<file path="config.mk">
export PLATFORM = sky130hd
export DESIGN_NAME = fetch_unit_flat
export DESIGN_NICKNAME = d
export VERILOG_FILES = /design/src/rtl/fetch_if.sv /design/src/rtl/fetch_unit.sv /design/src/flat_wrapper.sv
export SDC_FILE = /design/constraint.sdc
export NUM_CORES = 1
export LEC_CHECK = 0
export ABC_AREA = 1
export CAP_MARGIN = 30
export CORE_MARGIN = 3
export CORE_UTILIZATION = 30
export CTS_CLUSTER_DIAMETER = 60
export DETAILED_ROUTE_END_ITERATION = 8
export GPL_ROUTABILITY_DRIVEN = 0
export HOLD_SLACK_MARGIN = 0.05
export PLACE_DENSITY = 0.63
export SLEW_MARGIN = 40
export SYNTH_ARGS = -nofsm -noshare
export SYNTH_HDL_FRONTEND = slang
export SYNTH_SLANG_ARGS = --single-unit
</file>
<file path="constraint.sdc">
create_clock -name clk -period 4 [get_ports clk]
set_clock_uncertainty 0.05 [all_clocks]
set_input_delay 0.4 -clock clk [delete_from_list [all_inputs] [get_ports clk]]
set_output_delay 0.4 -clock clk [all_outputs]
set_load 0.03 [all_outputs]
</file>
<file path="src/rtl/fetch_if.sv">
// Fetch-stage bus: instruction-memory address/data, redirect from execute,
// and the valid/ready queue output toward decode.
interface fetch_if;
  logic [18:0] imem_addr;
  logic [18:0] imem_instr;
  logic        redirect_valid;
  logic [18:0] redirect_pc;
  logic        out_valid;
  logic        out_ready;
  logic [18:0] out_instr;
  logic [18:0] out_pc;
  logic        halted;

  // master: the fetch unit itself
  modport master (
    output imem_addr, out_valid, out_instr, out_pc, halted,
    input  imem_instr, redirect_valid, redirect_pc, out_ready
  );

  // slave: memory + execute + decode side
  modport slave (
    input  imem_addr, out_valid, out_instr, out_pc, halted,
    output imem_instr, redirect_valid, redirect_pc, out_ready
  );
endinterface

</file>
<file path="src/rtl/fetch_unit.sv">
// Instruction fetch stage: PC register driving imem, 2-entry {pc, instr} queue
// toward decode, redirect from execute, and stop-on-HALT.
module fetch_unit #(
  parameter logic [18:0] RESET_PC    = 19'd0,
  parameter logic [3:0]  HALT_OPCODE = 4'b1111
) (
  input logic    clk,
  input logic    rst,
  fetch_if.master bus
);

  typedef enum logic {S_RUN, S_HALT} state_t;

  typedef struct packed {
    logic [18:0] pc;
    logic [18:0] instr;
  } entry_t;

  state_t      r_state;
  logic [18:0] r_pc;
  logic [1:0]  r_count;
  entry_t      r_head;
  entry_t      r_tail;

  logic        w_pop;
  logic        w_fetch;
  logic        w_is_halt;
  entry_t      w_new;

  // NOTE: every signal assigned in always_comb gets a default first so no
  // path leaves it unassigned and infers a latch.
  always_comb begin
    w_pop     = 1'b0;
    w_fetch   = 1'b0;
    w_is_halt = 1'b0;
    w_new     = '{pc: r_pc, instr: bus.imem_instr};
    w_pop     = (r_count != 2'd0) && bus.out_ready;
    // A full queue can still accept a fetch when its head leaves this cycle.
    w_fetch   = (r_state == S_RUN) && !bus.redirect_valid &&
                ((r_count < 2'd2) || bus.out_ready);
    w_is_halt = (bus.imem_instr[18:15] == HALT_OPCODE);
  end

  // NOTE: sequential state uses non-blocking assignments so every register
  // samples the pre-edge values regardless of statement order.
  always_ff @(posedge clk) begin
    if (rst) begin
      r_pc    <= RESET_PC;
      r_count <= 2'd0;
      r_state <= S_RUN;
    end else if (bus.redirect_valid) begin
      r_pc    <= bus.redirect_pc;
      r_count <= 2'd0;
      r_state <= S_RUN;
    end else begin
      if (w_fetch) begin
        r_pc <= r_pc + 19'd1;
        if (w_is_halt) r_state <= S_HALT;
      end
      case ({w_fetch, w_pop})
        2'b10:   r_count <= r_count + 2'd1;
        2'b01:   r_count <= r_count - 2'd1;
        default: r_count <= r_count;
      endcase
    end
  end

  // NOTE: queue payload has no reset; r_count alone says which entries are
  // live, and the output mux zeroes the bus while the queue is empty.
  always_ff @(posedge clk) begin
    if (!rst && !bus.redirect_valid) begin
      if (w_pop) begin
        r_head <= (w_fetch && (r_count == 2'd1)) ? w_new : r_tail;
        if (w_fetch) r_tail <= w_new;
      end else if (w_fetch) begin
        if (r_count == 2'd0) r_head <= w_new;
        else                 r_tail <= w_new;
      end
    end
  end

  assign bus.imem_addr = r_pc;
  assign bus.out_valid = (r_count != 2'd0);
  assign bus.out_instr = bus.out_valid ? r_head.instr : 19'd0;
  assign bus.out_pc    = bus.out_valid ? r_head.pc    : 19'd0;
  assign bus.halted    = (r_state == S_HALT);

endmodule

</file>
<file path="src/flat_wrapper.sv">
// flat-port wrapper written by rule: the top's interface ports become plain ports
module fetch_unit_flat 
#(
  parameter logic [18:0] RESET_PC    = 19'd0,
  parameter logic [3:0]  HALT_OPCODE = 4'b1111
)
  (clk, rst, bus_imem_addr, bus_out_valid, bus_out_instr, bus_out_pc, bus_halted, bus_imem_instr, bus_redirect_valid, bus_redirect_pc, bus_out_ready);
  fetch_if bus_i ();
  input logic clk;
  input logic rst;
  output wire logic [$bits(bus_i.imem_addr)-1:0] bus_imem_addr;
  output wire logic [$bits(bus_i.out_valid)-1:0] bus_out_valid;
  output wire logic [$bits(bus_i.out_instr)-1:0] bus_out_instr;
  output wire logic [$bits(bus_i.out_pc)-1:0] bus_out_pc;
  output wire logic [$bits(bus_i.halted)-1:0] bus_halted;
  input wire logic [$bits(bus_i.imem_instr)-1:0] bus_imem_instr;
  input wire logic [$bits(bus_i.redirect_valid)-1:0] bus_redirect_valid;
  input wire logic [$bits(bus_i.redirect_pc)-1:0] bus_redirect_pc;
  input wire logic [$bits(bus_i.out_ready)-1:0] bus_out_ready;
  assign bus_imem_addr = bus_i.imem_addr;
  assign bus_out_valid = bus_i.out_valid;
  assign bus_out_instr = bus_i.out_instr;
  assign bus_out_pc = bus_i.out_pc;
  assign bus_halted = bus_i.halted;
  assign bus_i.imem_instr = bus_imem_instr;
  assign bus_i.redirect_valid = bus_redirect_valid;
  assign bus_i.redirect_pc = bus_redirect_pc;
  assign bus_i.out_ready = bus_out_ready;
  fetch_unit #(.RESET_PC(RESET_PC), .HALT_OPCODE(HALT_OPCODE)) u_core (.clk(clk), .rst(rst), .bus(bus_i));
endmodule
</file>
==> metrics.md <==
| Metric | Value |
|---|---|
| Min-Delay Startpoint | `u_core.r_tail[27]$_DFFE_PP_` |
| Total nets after synthesis | `562` |
| Number of buffers added to fix hold violations after cts | `0` |
| Proportion of synthesized chip area in sequential cells | `about three fifths` |
| Clk_lat worst skew | `0.34 ns` |
| Die height | `130 um` |
| Post-cts gate resize count | `0` |
| Highest ir drop seen on vdd | `~220 uV` |
| Average size of a mapped cell | `8.89 um2` |
| Total Die Area | `0.0168 mm2` |
| Setup total negative slack | `0 ns` |
| Port Buffers | `100` |
| Power per cell area | `roughly 420 mW/mm2` |
| CTS sink cnt | `98` |
| Clock slew at the register clock pins of the worst setup and hold paths | `about 0.070 ns` |
| Deepest level of the CTS H-tree | `3` |
| Switch share | `25.9%` |
| Total grt overflow | `0` |
| X dimension of the die | `130 um` |
| Total internal power | `~1.9 mW` |
| Commonest cells after routing, fill and taps aside | `sky130_fd_sc_hd__nand2_1 (120), sky130_fd_sc_hd__clkdlybuf4s50_1 (100), sky130_fd_sc_hd__nor2_1 (84), sky130_fd_sc_hd__edfxtp_1 (76), sky130_fd_sc_hd__inv_1 (72)` |
| Overall power of the completed layout | `roughly 2.6 mW` |
| Slew Limit Headroom | `slightly above 50%` |
| Site row count | `44` |
| Post-detailed-routing wire length | `11900 um` |
| Category of the critical setup timing path | `flop to output port` |
| Highest clock rate | `~380 MHz` |
| Most common library cell in the layout ignoring fill and taps | `sky130_fd_sc_hd__nand2_1` |
| Setup slack on the worst flop-to-flop path | `1.69 ns` |
| Share of the clock period used by the worst path | `65.0%` |
| RSZ-0062 raised after global routing | `false` |
| Worst-Margin Slew | `0.722 ns` |
| Final net count | `roughly 660` |
| Worst-path fanout max | `42` |
| First-iteration detailed-routing DRC count | `385` |
| Initial antenna violation count | `0` |
| CP startpoint kind | `flop` |
| Part of the total power dissipated in combinational logic | `16.3%` |
| Maximum number of pins on one net before global-route repair | `52` |
| Reg-to-reg startpoint | `u_core.r_count[1]$_SDFFE_PP0P_` |
| I/O pin count | `101` |
| Number of diodes added for antenna fixing | `0` |
| Static Leakage | `between 2 and 2.5 nW` |
| Dpl cell area | `between 0.005 and 0.006 mm2` |
| Data arrival time of the critical path | `between 2 and 2.5 ns` |
| Setup-failing EPs final | `0` |
| Drt first pass iters | `6` |
| Share of the core filled with cells in the final layout | `a little over two fifths` |
| Detail Placement HPWL | `between 8000 and 9000 um` |
| DRC Markers | `0` |
| Min cycle time layout | `2.60 ns` |
| Kind of cell adding the most delay to the critical path | `buffers and inverters` |
| Number of maximum-capacitance constraint violations | `0` |
| Num CTS Buffers | `9` |
| CP Capture Type | `output port` |
| Share of final-layout standard cells stronger than drive strength 1 | `5.68%` |
| Crit path launch | `u_core.r_count[1]$_SDFFE_PP0P_` |
| Cell area after synthesis | `0.00459 mm2` |
| Drt via density | `4.74` |
| Instance count of the mapped netlist | `between 500 and 600` |
| Synthesis warning total | `0` |
| Antenna-violating nets left | `0` |
| Number of buffers on the longest clock path | `2` |
| Clk pwr share | `around two fifths` |
| Run status | `finished, final reports clean` |
| Average wire length per cell after detail routing | `14.9 um` |
| P_sw | `0.676 mW` |
| Yosys reg bits | `98` |
| Effective utilization at floorplan | `~31%` |
| Summed area of non-filler cells in the final layout | `0.00615 mm2` |
| Vias in the first global route | `3569` |
| Sequential share of power | `45.2%` |
| Worst hold path type | `flop to flop` |
| Required time of the critical path | `between 3 and 4 ns` |
| Global-route wire length before repair | `18600 um` |
| Cell Chain, Critical Path | `inv_1 -> ha_4 -> nor2_1 -> clkdlybuf4s50_1` |
| Core region area | `0.0148 mm2` |
| Clk Tree Root Cell | `sky130_fd_sc_hd__clkbuf_16` |
| Critical path's slowest cell | `sky130_fd_sc_hd__clkdlybuf4s50_1` |
| Area overhead of the layout relative to synthesis | `34.1%` |
| Vias | `about 3800` |
| Final hold vios | `0` |
| Number of distinct library cells after synthesis | `29` |
| Global-route usage over all layers | `between 10% and 20%` |
| Buffer count from post-CTS setup fixing | `0` |
| Max incr delay on CP | `approximately 0.72 ns` |
| Worst path buffer plus inverter count | `2` |
| TritonCTS clock tree | `done` |
| Slew Viols, Final | `0` |
-- synthesized netlist by cell type --
cell type	number	area (um2)
sky130_fd_sc_hd__nor2_2	1	6.26
sky130_fd_sc_hd__buf_6	2	22.5
sky130_fd_sc_hd__nor2_4	1	11.3
sky130_fd_sc_hd__or2_2	1	6.26
sky130_fd_sc_hd__nand3_1	42	210
sky130_fd_sc_hd__buf_2	3	15.0
sky130_fd_sc_hd__a31oi_1	6	37.5
sky130_fd_sc_hd__o21ai_0	20	100
sky130_fd_sc_hd__inv_4	1	6.26
sky130_fd_sc_hd__inv_2	2	7.51
sky130_fd_sc_hd__nand2_4	3	33.8
sky130_fd_sc_hd__dfxtp_1	22	440
sky130_fd_sc_hd__and3_1	1	6.26
sky130_fd_sc_hd__edfxtp_1	76	2280
sky130_fd_sc_hd__nand2_1	120	450
sky130_fd_sc_hd__a21oi_4	1	16.3
sky130_fd_sc_hd__o211ai_1	1	7.51
sky130_fd_sc_hd__nand4_1	4	25.0
sky130_fd_sc_hd__inv_1	72	270
sky130_fd_sc_hd__a21oi_2	2	17.5
sky130_fd_sc_hd__clkbuf_1	10	37.5
sky130_fd_sc_hd__buf_1	1	3.75
sky130_fd_sc_hd__xor2_1	5	43.8
sky130_fd_sc_hd__ha_1	4	50.1
sky130_fd_sc_hd__clkbuf_2	1	5.00
sky130_fd_sc_hd__a21oi_1	26	130
sky130_fd_sc_hd__buf_4	3	22.5
sky130_fd_sc_hd__nor2_1	84	315
sky130_fd_sc_hd__nor3_1	1	5.00
-- registers in the layout, indices dropped and copies added (netlist names) --
register and cells:
u_core.bus.halted 1, u_core.r_tail 38, u_core.r_head 38, u_core.r_count 2
u_core.bus.imem_addr 19
-- worst reg2reg max path, stage by stage, from the launching register on --
cell and delay (ns):
sky130_fd_sc_hd__dfxtp_1 0.34, sky130_fd_sc_hd__inv_1 0.14, sky130_fd_sc_hd__ha_4 0.47, sky130_fd_sc_hd__nand2_1 0.18, sky130_fd_sc_hd__a21oi_4 0.58, sky130_fd_sc_hd__buf_12 0.25
-- path summary, 6_finish.rpt --
check / depth (start not counted) / end
worst max register to register: 5 / u_core.r_head[6]$_DFFE_PP_
worst min register to register: 2 / u_core.r_head[27]$_DFFE_PP_
worst max-delay path: 4 / bus_out_pc[6]
worst min-delay path: 2 / u_core.r_head[27]$_DFFE_PP_
-- layout make-up --
type	count	area (um2)
sequential	98	2720
inverter	75	284
multi-input combinational	323	1510
tap	184	230
clock buffer	9	225
fill	1440	8600
clock inverter	7	124
timing repair buffer	104	1060
-- metal layers --
metal | part of all wire (%) | global-route usage (%) | up-vias | wire length [um]
met5 | 0 | 0 | - | 0
met4 | 1.1 | 3.18 | 0 | 135
met3 | 7.5 | 3.01 | 17 | 886
met2 | 44 | 21.8 | 185 | 5200
met1 | 48 | 20.2 | 1726 | 5660
li1 | - | - | 1862 | -
-- logic make-up (layout without fill, tap and decap cells) --
logic type	Yosys count	after routing	synth area share [%]
simple gates	258	258	23.3
compound gates	56	56	6.74
fa+ha+maj	4	4	1.09
buf+inv	95	195	8.51
flops	98	98	59.4
xor+xnor	5	5	0.955
-- power by group through the flow --
stage	clock, mW	sequential (mW)	combinational [mW]
final	1.00	1.18	0.425
after global routing	1.06	1.19	0.462
after CTS	1.02	1.18	0.425
after detailed placement	0	1.20	0.423
after global placement	0	1.20	0.417
after floorplan	0	1.22	0.227
-- metrics by stage --
| step | instances | setup WS (ns) | hold slack, ns |
|---|---|---|---|
| 6_report | 800 | 1.40 | 0.493 |
| 5_1_grt | 800 | 1.31 | 0.501 |
| 3_3_place_gp | 784 | 1.19 | 0.472 |
| 4_1_cts | 800 | 1.11 | 0.495 |
| 2_1_floorplan | 516 | 0.468 | 0.449 |
| 3_5_place_dp | 784 | 1.09 | 0.478 |
Power figures use the tool's default switching activity.
